<file path="config.mk">
export PLATFORM = sky130hd
export DESIGN_NAME = store_write_buffer
export DESIGN_NICKNAME = d
export VERILOG_FILES = /design/src/rtl/store_write_buffer.sv
export SDC_FILE = /design/constraint.sdc
export NUM_CORES = 1
export LEC_CHECK = 0
export CAP_MARGIN = 20
export CORE_MARGIN = 5
export CORE_UTILIZATION = 40
export CTS_BUF_LIST = sky130_fd_sc_hd__clkbuf_8
export CTS_CLUSTER_SIZE = 24
export DETAILED_ROUTE_END_ITERATION = 10
export SLEW_MARGIN = 10
export SYNTH_ARGS = -nofsm -noshare
export SYNTH_HDL_FRONTEND = slang
export SYNTH_SLANG_ARGS = --single-unit
</file>
<file path="constraint.sdc">
create_clock -name clk -period 5.8 [get_ports clk]
set_input_delay 1.74 -clock clk [delete_from_list [all_inputs] [get_ports clk]]
set_output_delay 1.74 -clock clk [all_outputs]
set_load 0.005 [all_outputs]
</file>
<file path="src/rtl/store_write_buffer.sv">
// Posted-store write buffer: queues D-bus stores, drains them in order to main memory,
// yields to block fills and forwards buffered data to loads. Optional macro: WB_COALESCE_EN.
module store_write_buffer #(
  parameter int DEPTH   = 4,
  parameter int ADDR_W  = 16,
  parameter int DATA_W  = 16,
  parameter int MEM_LAT = 4,
  parameter int BLK_LSB = 4
) (
  input  logic              clk,
  input  logic              rst_n,
  input  logic              st_valid,
  input  logic [ADDR_W-1:0] st_addr,
  input  logic [DATA_W-1:0] st_data,
  output logic              st_ready,
  input  logic [ADDR_W-1:0] rd_addr,
  output logic              fwd_hit,
  output logic [DATA_W-1:0] fwd_data,
  input  logic              fill_req,
  input  logic [ADDR_W-1:0] fill_addr,
  output logic              fill_grant,
  output logic              mem_en,
  output logic              mem_wr,
  output logic [ADDR_W-1:0] mem_addr,
  output logic [DATA_W-1:0] mem_data,
  output logic              empty
);

  localparam int PTR_W = $clog2(DEPTH);
  localparam int CNT_W = PTR_W + 1;
  localparam int WC_W  = (MEM_LAT > 2) ? $clog2(MEM_LAT - 1) : 1;

  typedef enum logic [1:0] {
    S_IDLE,
    S_WRITE,
    S_WAIT
  } state_t;

  state_t            state, state_d;
  logic [PTR_W-1:0]  head, tail;
  logic [CNT_W-1:0]  count;
  logic [WC_W-1:0]   wait_cnt;
  logic              push, pop, start_wr, conflict;

  logic [ADDR_W-1:0] addr_mem [DEPTH];
  logic [DATA_W-1:0] data_mem [DATA_W > 0 ? DEPTH : 1];

  // Entries are scanned oldest to newest (offset k from head), so a later hit overrides an earlier one.
  logic [PTR_W-1:0] fidx, cidx;

  // NOTE: every always_comb output gets a default before the loop/case, otherwise a latch is inferred.
  always_comb begin
    fwd_hit  = 1'b0;
    fwd_data = '0;
    fidx     = '0;
    for (int k = 0; k < DEPTH; k++) begin
      fidx = head + PTR_W'(k);
      if (CNT_W'(k) < count && addr_mem[fidx] == rd_addr) begin
        fwd_hit  = 1'b1;
        fwd_data = data_mem[fidx];
      end
    end
  end

  always_comb begin
    conflict = 1'b0;
    cidx     = '0;
    for (int k = 0; k < DEPTH; k++) begin
      cidx = head + PTR_W'(k);
      if (CNT_W'(k) < count &&
          addr_mem[cidx][ADDR_W-1:BLK_LSB] == fill_addr[ADDR_W-1:BLK_LSB])
        conflict = 1'b1;
    end
  end

`ifdef WB_COALESCE_EN
  logic             co_hit, coalesce;
  logic [PTR_W-1:0] co_idx, sidx;

  // The head cannot be merged into once its write has been launched.
  always_comb begin
    co_hit = 1'b0;
    co_idx = '0;
    sidx   = '0;
    for (int k = 0; k < DEPTH; k++) begin
      sidx = head + PTR_W'(k);
      if (CNT_W'(k) < count && addr_mem[sidx] == st_addr &&
          !(k == 0 && state != S_IDLE)) begin
        co_hit = 1'b1;
        co_idx = sidx;
      end
    end
  end

  assign st_ready = (count != CNT_W'(DEPTH)) | co_hit;
  assign coalesce = st_valid & co_hit;
  assign push     = st_valid & st_ready & ~co_hit;
`else
  assign st_ready = (count != CNT_W'(DEPTH));
  assign push     = st_valid & st_ready;
`endif

  assign fill_grant = fill_req & (state == S_IDLE) & ~conflict;
  assign empty      = (count == '0) & (state == S_IDLE);

  always_comb begin
    state_d  = state;
    start_wr = 1'b0;
    pop      = 1'b0;
    case (state)
      S_IDLE: begin
        if (count != '0 && (!fill_req || conflict)) begin
          state_d  = S_WRITE;
          start_wr = 1'b1;
        end
      end
      S_WRITE: state_d = S_WAIT;
      S_WAIT: begin
        if (wait_cnt == '0) begin
          state_d = S_IDLE;
          pop     = 1'b1;
        end
      end
      default: state_d = S_IDLE;
    endcase
  end

  // NOTE: sequential state uses non-blocking assignments so every register samples pre-edge values.
  always_ff @(posedge clk or negedge rst_n) begin
    if (!rst_n) state <= S_IDLE;
    else        state <= state_d;
  end

  // NOTE: the entry storage has no reset; validity is carried entirely by head/count.
  always_ff @(posedge clk) begin
    if (push) begin
      addr_mem[tail] <= st_addr;
      data_mem[tail] <= st_data;
    end
`ifdef WB_COALESCE_EN
    if (coalesce) data_mem[co_idx] <= st_data;
`endif
  end

  always_ff @(posedge clk or negedge rst_n) begin
    if (!rst_n) begin
      head     <= '0;
      tail     <= '0;
      count    <= '0;
      wait_cnt <= '0;
      mem_en   <= 1'b0;
      mem_wr   <= 1'b0;
      mem_addr <= '0;
      mem_data <= '0;
    end else begin
      if (push) tail <= tail + PTR_W'(1);
      if (pop)  head <= head + PTR_W'(1);
      case ({push, pop})
        2'b10:   count <= count + CNT_W'(1);
        2'b01:   count <= count - CNT_W'(1);
        default: count <= count;
      endcase

      if (start_wr) begin
        mem_en   <= 1'b1;
        mem_wr   <= 1'b1;
        mem_addr <= addr_mem[head];
`ifdef WB_COALESCE_EN
        // A store merging into the head on the launch edge must reach memory too.
        mem_data <= (coalesce && co_idx == head) ? st_data : data_mem[head];
`else
        mem_data <= data_mem[head];
`endif
      end else if (state == S_WRITE) begin
        mem_en <= 1'b0;
        mem_wr <= 1'b0;
      end

      if (state == S_WRITE)
        wait_cnt <= WC_W'(MEM_LAT - 2);
      else if (state == S_WAIT && wait_cnt != '0)
        wait_cnt <= wait_cnt - WC_W'(1);
    end
  end

endmodule
</file>
# Yosys cells after proc, flatten, opt, wreduce, memory -nomap -nowiden
# Memories as Yosys holds them, arrays and structs flattened.
# Index checks and enable logic that the tools add are counted.
dict set report totals {
  register_bits 44
  mem_bits_rw 128
  elab_cells 88
  memories 2
}
dict set report classes {
  addsub 7
  n_lt_le_gt_ge 4
  n_eq_ne 15
  n_mux 26
  bitwise_logic 5
  reduce_logical 21
}
# name depth word_bits rd rd_ports_with_merged_regs wr line
set memory_table {}
lappend memory_table {addr_mem 4 16 4 0 1 45} ;# logic [ADDR_W-1:0] addr_mem [DEPTH];
lappend memory_table {data_mem 4 16 4 0 1 46} ;# logic [DATA_W-1:0] data_mem [DATA_W > 0 ? DEPTH : 1];
# operator n
set op_table {}
lappend op_table {{$eq 16x16->1} 4}
lappend op_table {{$mux 16} 4}
lappend op_table {{$eq 12x12->1} 4}
lappend op_table {{$mux 1} 16}
lappend op_table {{$logic_and 1x1->1} 10}
lappend op_table {{$mux 2} 4}
lappend op_table {{$reduce_bool 2->1} 4}
lappend op_table {{$lt 1x3->1 const A} 2}
lappend op_table {{$lt 2x3->1 const A} 2}
lappend op_table {{$pmux 2 s3} 1}
lappend op_table {{$pmux 3 s2} 1}
lappend op_table {{$add 2x1->2 const B} 2}
lappend op_table {{$add 2x2->2 const B} 2}
lappend op_table {{$and 1x1->1} 4}
lappend op_table {{$eq 2x1->1 const B} 2}
lappend op_table {{$eq 2x2->1 const B} 2}
lappend op_table {{$logic_not 2->1} 2}
lappend op_table {{$add 3x1->3 const B} 1}
lappend op_table {{$logic_not 3->1} 1}
lappend op_table {{$ne 3x3->1 const B} 1}
lappend op_table {{$reduce_bool 3->1} 1}
lappend op_table {{$sub 3x1->3 const B} 1}
lappend op_table {{$ne 2x1->1 const B} 1}
lappend op_table {{$ne 2x2->1 const B} 1}
lappend op_table {{5 further kinds} 5}

# Depth between registers and ports, before layout
# An unclocked memory read counts as a cell.
dict set report depth {
  ltp_word 12
  ltp_mapped 14
  depth_no_buf 9
}

# Least setup slack after synthesis
# OpenSTA, ideal clock, no wires.
dict set report synth_timing {
  path_type {input-to-output}
  start {input rd_addr[15]}
  end {output fwd_data[1]}
  arrival_time_ps 3768
  slack_ps 292
  path_stages 10
  path_buffers 3
  cell_sequence {clkbuf_1 -> o21ai_0 -> a2111o_1 -> o41ai_1 -> nand4_1 -> or2_1 -> buf_1 -> clkbuf_1 -> o221ai_1 -> and4_1}
}
dict set report synth_between {
  elab_chain_len 6
  elab_cells_between_ends 12
  cone_classes {4 x eq/ne; 4 x mux; 4 x reduce/logical}
}
# element line
set synth_rtl {}
lappend synth_rtl {{start, declared} 16} ;# input logic [ADDR_W-1:0] rd_addr,
lappend synth_rtl {{$eq 16x16->1} 58} ;# if (CNT_W'(k) < count && addr_mem[fidx] == rd_addr) begin
lappend synth_rtl {{$logic_and 1x1->1} 58}
lappend synth_rtl {{$mux 16 (3 in a row)} 58}
lappend synth_rtl {{$mux 16 (*)} 58}
lappend synth_rtl {{end, declared} 18} ;# output logic [DATA_W-1:0] fwd_data,
# Every way passes the cells marked *; elsewhere a longest branch is shown, timed or not.

# Final worst setup path
dict set report layout_timing {
  start {input rd_addr[1]}
  end {output fwd_data[2]}
}
# Same word-level chain as after synthesis.

==> summary.txt <==
CP Class = input pin to output port
GRT Residual Overflow = 0
Setup violators final = 0
Reg2reg setup slack = 1.94 ns
Yosys warnings = 0
Clock root buffer = clkbuf_8
Die width = 178 um
Layout cell share with drive strength beyond 1 = 27.2%
Leakage Power = 5.42 nW
Final Instance Area = 0.0141 mm2
Diode count = 0
Via-to-Cell Ratio = 5.47
Die height = 178 um
Post-synthesis compound-gate area fraction = 8.92%
CTS tree = done
PD cells = 462 mW/mm2
MaxCap Viol Count = 0
Most common cell after layout, fill and taps aside = edfxtp_1
Max H-tree Level = 4
Final hold violations = 0
Register Area = 0.00495 mm2
Avg Inst Size Synth = 11.6 um2
Largest stage delay on the critical path = 0.34 ns
Clock sink count = 172
Initial DRT Pass Iterations = 5
Min Tclk post-route = 5.77 ns
Worst setup SP type = input pin
Hold Crit Class = register to register
Post-synth EDFFs = 128
CP dominant cell by count = buf_12
Filler cells = 2,499
Main combinational cell family by area after synthesis = multiplexers
DRC errors left = 0
Fin Setup TNS = 0 ns
Crit-path leading delay family = simple AND/OR/NAND/NOR gates
Placed cell count = 1,476
Core ar. = 0.0279 mm2
Number of CTS-inserted buffers = 17
Mux share of post-synthesis cell area = 22.9%
Num ports = 122
Detailed Place HPWL = 22,200 um
Largest net degree at the start of global routing = 100
Detail Route Antenna Nets = 0
Worst ir drop on vdd = 0.247 mV
Status = completed
Final Cycle Share = 99.5%
DRT iter0 DRCs = 635
Sequence of cells on the critical path = dlygate4sd2_1 -> buf_6 -> buf_12 -> xnor2_4 -> nand4_1 -> nor3_2 -> and4_4 -> nor2b_4 -> buf_4 -> buf_12 -> buf_16 -> nand2_1 -> and4_1 -> buf_2
Vias in the first global route = 8,211
Global-route usage over all layers = 19.7%
Worst setup startpoint = rd_addr[1]
Post-synth ARST share = 25.6%
Synthesis-stage register bit count = 172
Die area = 0.0317 mm2
Synth Instances = 971
R2r endpoint = mem_addr[12]
Crit path required time = 4.06 ns
Synth Area in XOR/XNOR = 8.61%
Slew headroom = 30.2%
Highest Clock Rate = 173 MHz
Multi-input logic area = 0.00611 mm2
Nets = 1,206
Unique masters post-synth = 63
Crit path capture = fwd_data[2]
R2r worst-path depth = 11
Crit end category = output port
Port buffer count = 117
Synthesized Nets = 1,049
Starting Density = 40.5%
Post-Syn Area = 0.0113 mm2
Main synth FF type = edfxtp_1
Clk slew on worst S/H paths = 0.10 ns
Skew final = 0.0183 ns
Antenna violations before repair = 1
Final core utilization = 50.5%
Post-Synth Simple-Gate Area = 9.67%
Site Rows = 61
Worst-Skew Late Latency = 0.48 ns
GP Congestion = 0.941
DP Area = 0.0133 mm2
RSZ-0062 raised after global routing = yes
Slew @ Worst Pin = 1.05 ns
Sequential share of the synthesized area = 43.8%
First-pass GRT wire length = 47,300 um
WP buf/inv = 7
CP max FO = 6
Most frequent cells in the layout = edfxtp_1 (128), mux2i_1 (115), buf_4 (81)
Reg2reg start = head[0]
Final Max Slew Viols = 0
P&R area growth vs syn = 24.6%
Critical Path AT = 4.03 ns
Clock buffer depth = 2
Post-Synth Adder-Cell Area = 1.11%
Final wirelength = 31,200 um
CP max stage cell = and4_4
Vias = 8,306
Final standard cell count with taps included and fillers excluded = 1,519
Detailed-route wire length per cell = 20.6 um
Crit path depth = 14
[cell families after synthesis]
group / Yosys count
buffers and inverters: 113
DFF: 172
adders and majority gates: 10
and+or+nand+nor: 214
AOI/OAI and AO/OA: 142
muxes: 209
xor gates and xnor gates: 111
[state kept, by name, indices dropped and copies added, names as in the netlist]
register,flops
addr_mem,64
count,3
data_mem,64
head,2
mem_addr,16
mem_data,16
mem_wr,1
state,2
tail,2
wait_cnt,2
[worst min path at each step]
stage           startpoint           to  slack, ns  cells after the start
6_report            mem_wr       mem_wr       0.51                      2
5_1_grt        wait_cnt[0]  wait_cnt[0]       0.53                      1
4_1_cts        wait_cnt[0]  wait_cnt[0]       0.52                      1
3_5_place_dp   wait_cnt[0]  wait_cnt[0]       0.49                      1
3_3_place_gp   wait_cnt[0]  wait_cnt[0]       0.49                      1
2_1_floorplan  wait_cnt[0]  wait_cnt[0]       0.47                      1
[cells in the mapped netlist (7+ instances only)]
master    number  share of area [%]
buf_2         19               0.84
mux2i_2        7               0.85
edfxtp_1     128                 34
mux2_2        45                4.5
clkbuf_1      32                1.1
a21boi_0      15                1.0
o221ai_1      18                1.4
o22ai_1        8               0.44
mux4_2        27                5.4
inv_1         29               0.96
nor3_1         9               0.40
buf_1         14               0.47
a21oi_1       31                1.4
xor2_1        35                2.7
and4_1        16                1.2
mux2_4        12                1.6
dfrtp_1       44                9.7
mux2i_1      117                 10
nand4_1       13               0.72
buf_6         12                1.2
xnor2_1       76                5.9
ha_1          10                1.1
nor2_1        63                2.1
nand3_1       34                1.5
o21ai_0       30                1.3
nand2_1       51                1.7
[report_power, final]
group	leakage (nW)	internal (mW)	total, mW	switching, mW
Sequential	1.68	1.69	1.93	0.241
Combinational	3.54	1.74	3.72	1.98
Clock	0.195	0.332	0.845	0.513
[routing by layer]
layer | GRT usage, % | vias to the layer above | share of wire, %
met4 | 5.06 | 2 | 1.7
li1 | - | 3938 | -
met3 | 3.37 | 41 | 6.3
met1 | 28.2 | 4061 | 46
met2 | 31.1 | 264 | 46
met5 | 0 | - | 0.042
[per-stage QoR]
step | hold slack [ns] | setup WS [ns] | total power, mW
floorplan | 0.466 | 0.292 | 4.44
global placement | 0.485 | -0.756 | 5.45
detailed placement | 0.488 | -0.783 | 5.49
CTS | 0.518 | 0.00702 | 6.45
global route | 0.527 | -0.00238 | 6.90
finish | 0.515 | 0.0266 | 6.50
[timing repair]
item / in CTS / in global routing
hold buffers: 0 / 0
pin swaps: 38 / 28
resized for setup: 142 / 37
setup endpoints to repair: 18 / 18
setup buffers: 7 / 3
gates cloned: 3 / 1
[final cells by class]
type                            instances  share of cell area [%]
Tap cell                              378                    3.36
Clock buffer                           18                    1.76
Inverter                               30                   0.800
Sequential cell                       172                    35.2
Multi-Input combinational cell        686                    43.4
Timing Repair Buffer                  221                    14.4
Clock inverter                         14                    1.05
[worst register-to-register path, cell delays in order, from the launching register on]
cell	delay, ns
dfrtp_4	0.65
buf_4	0.29
inv_2	0.18
buf_6	0.33
mux2_2	0.41
a221o_1	0.39
or4_4	0.45
nor4_4	0.24
buf_4	0.18
o311ai_4	0.10
buf_4	0.22
mux2_4	0.31
(Power assumes the default switching activity.)
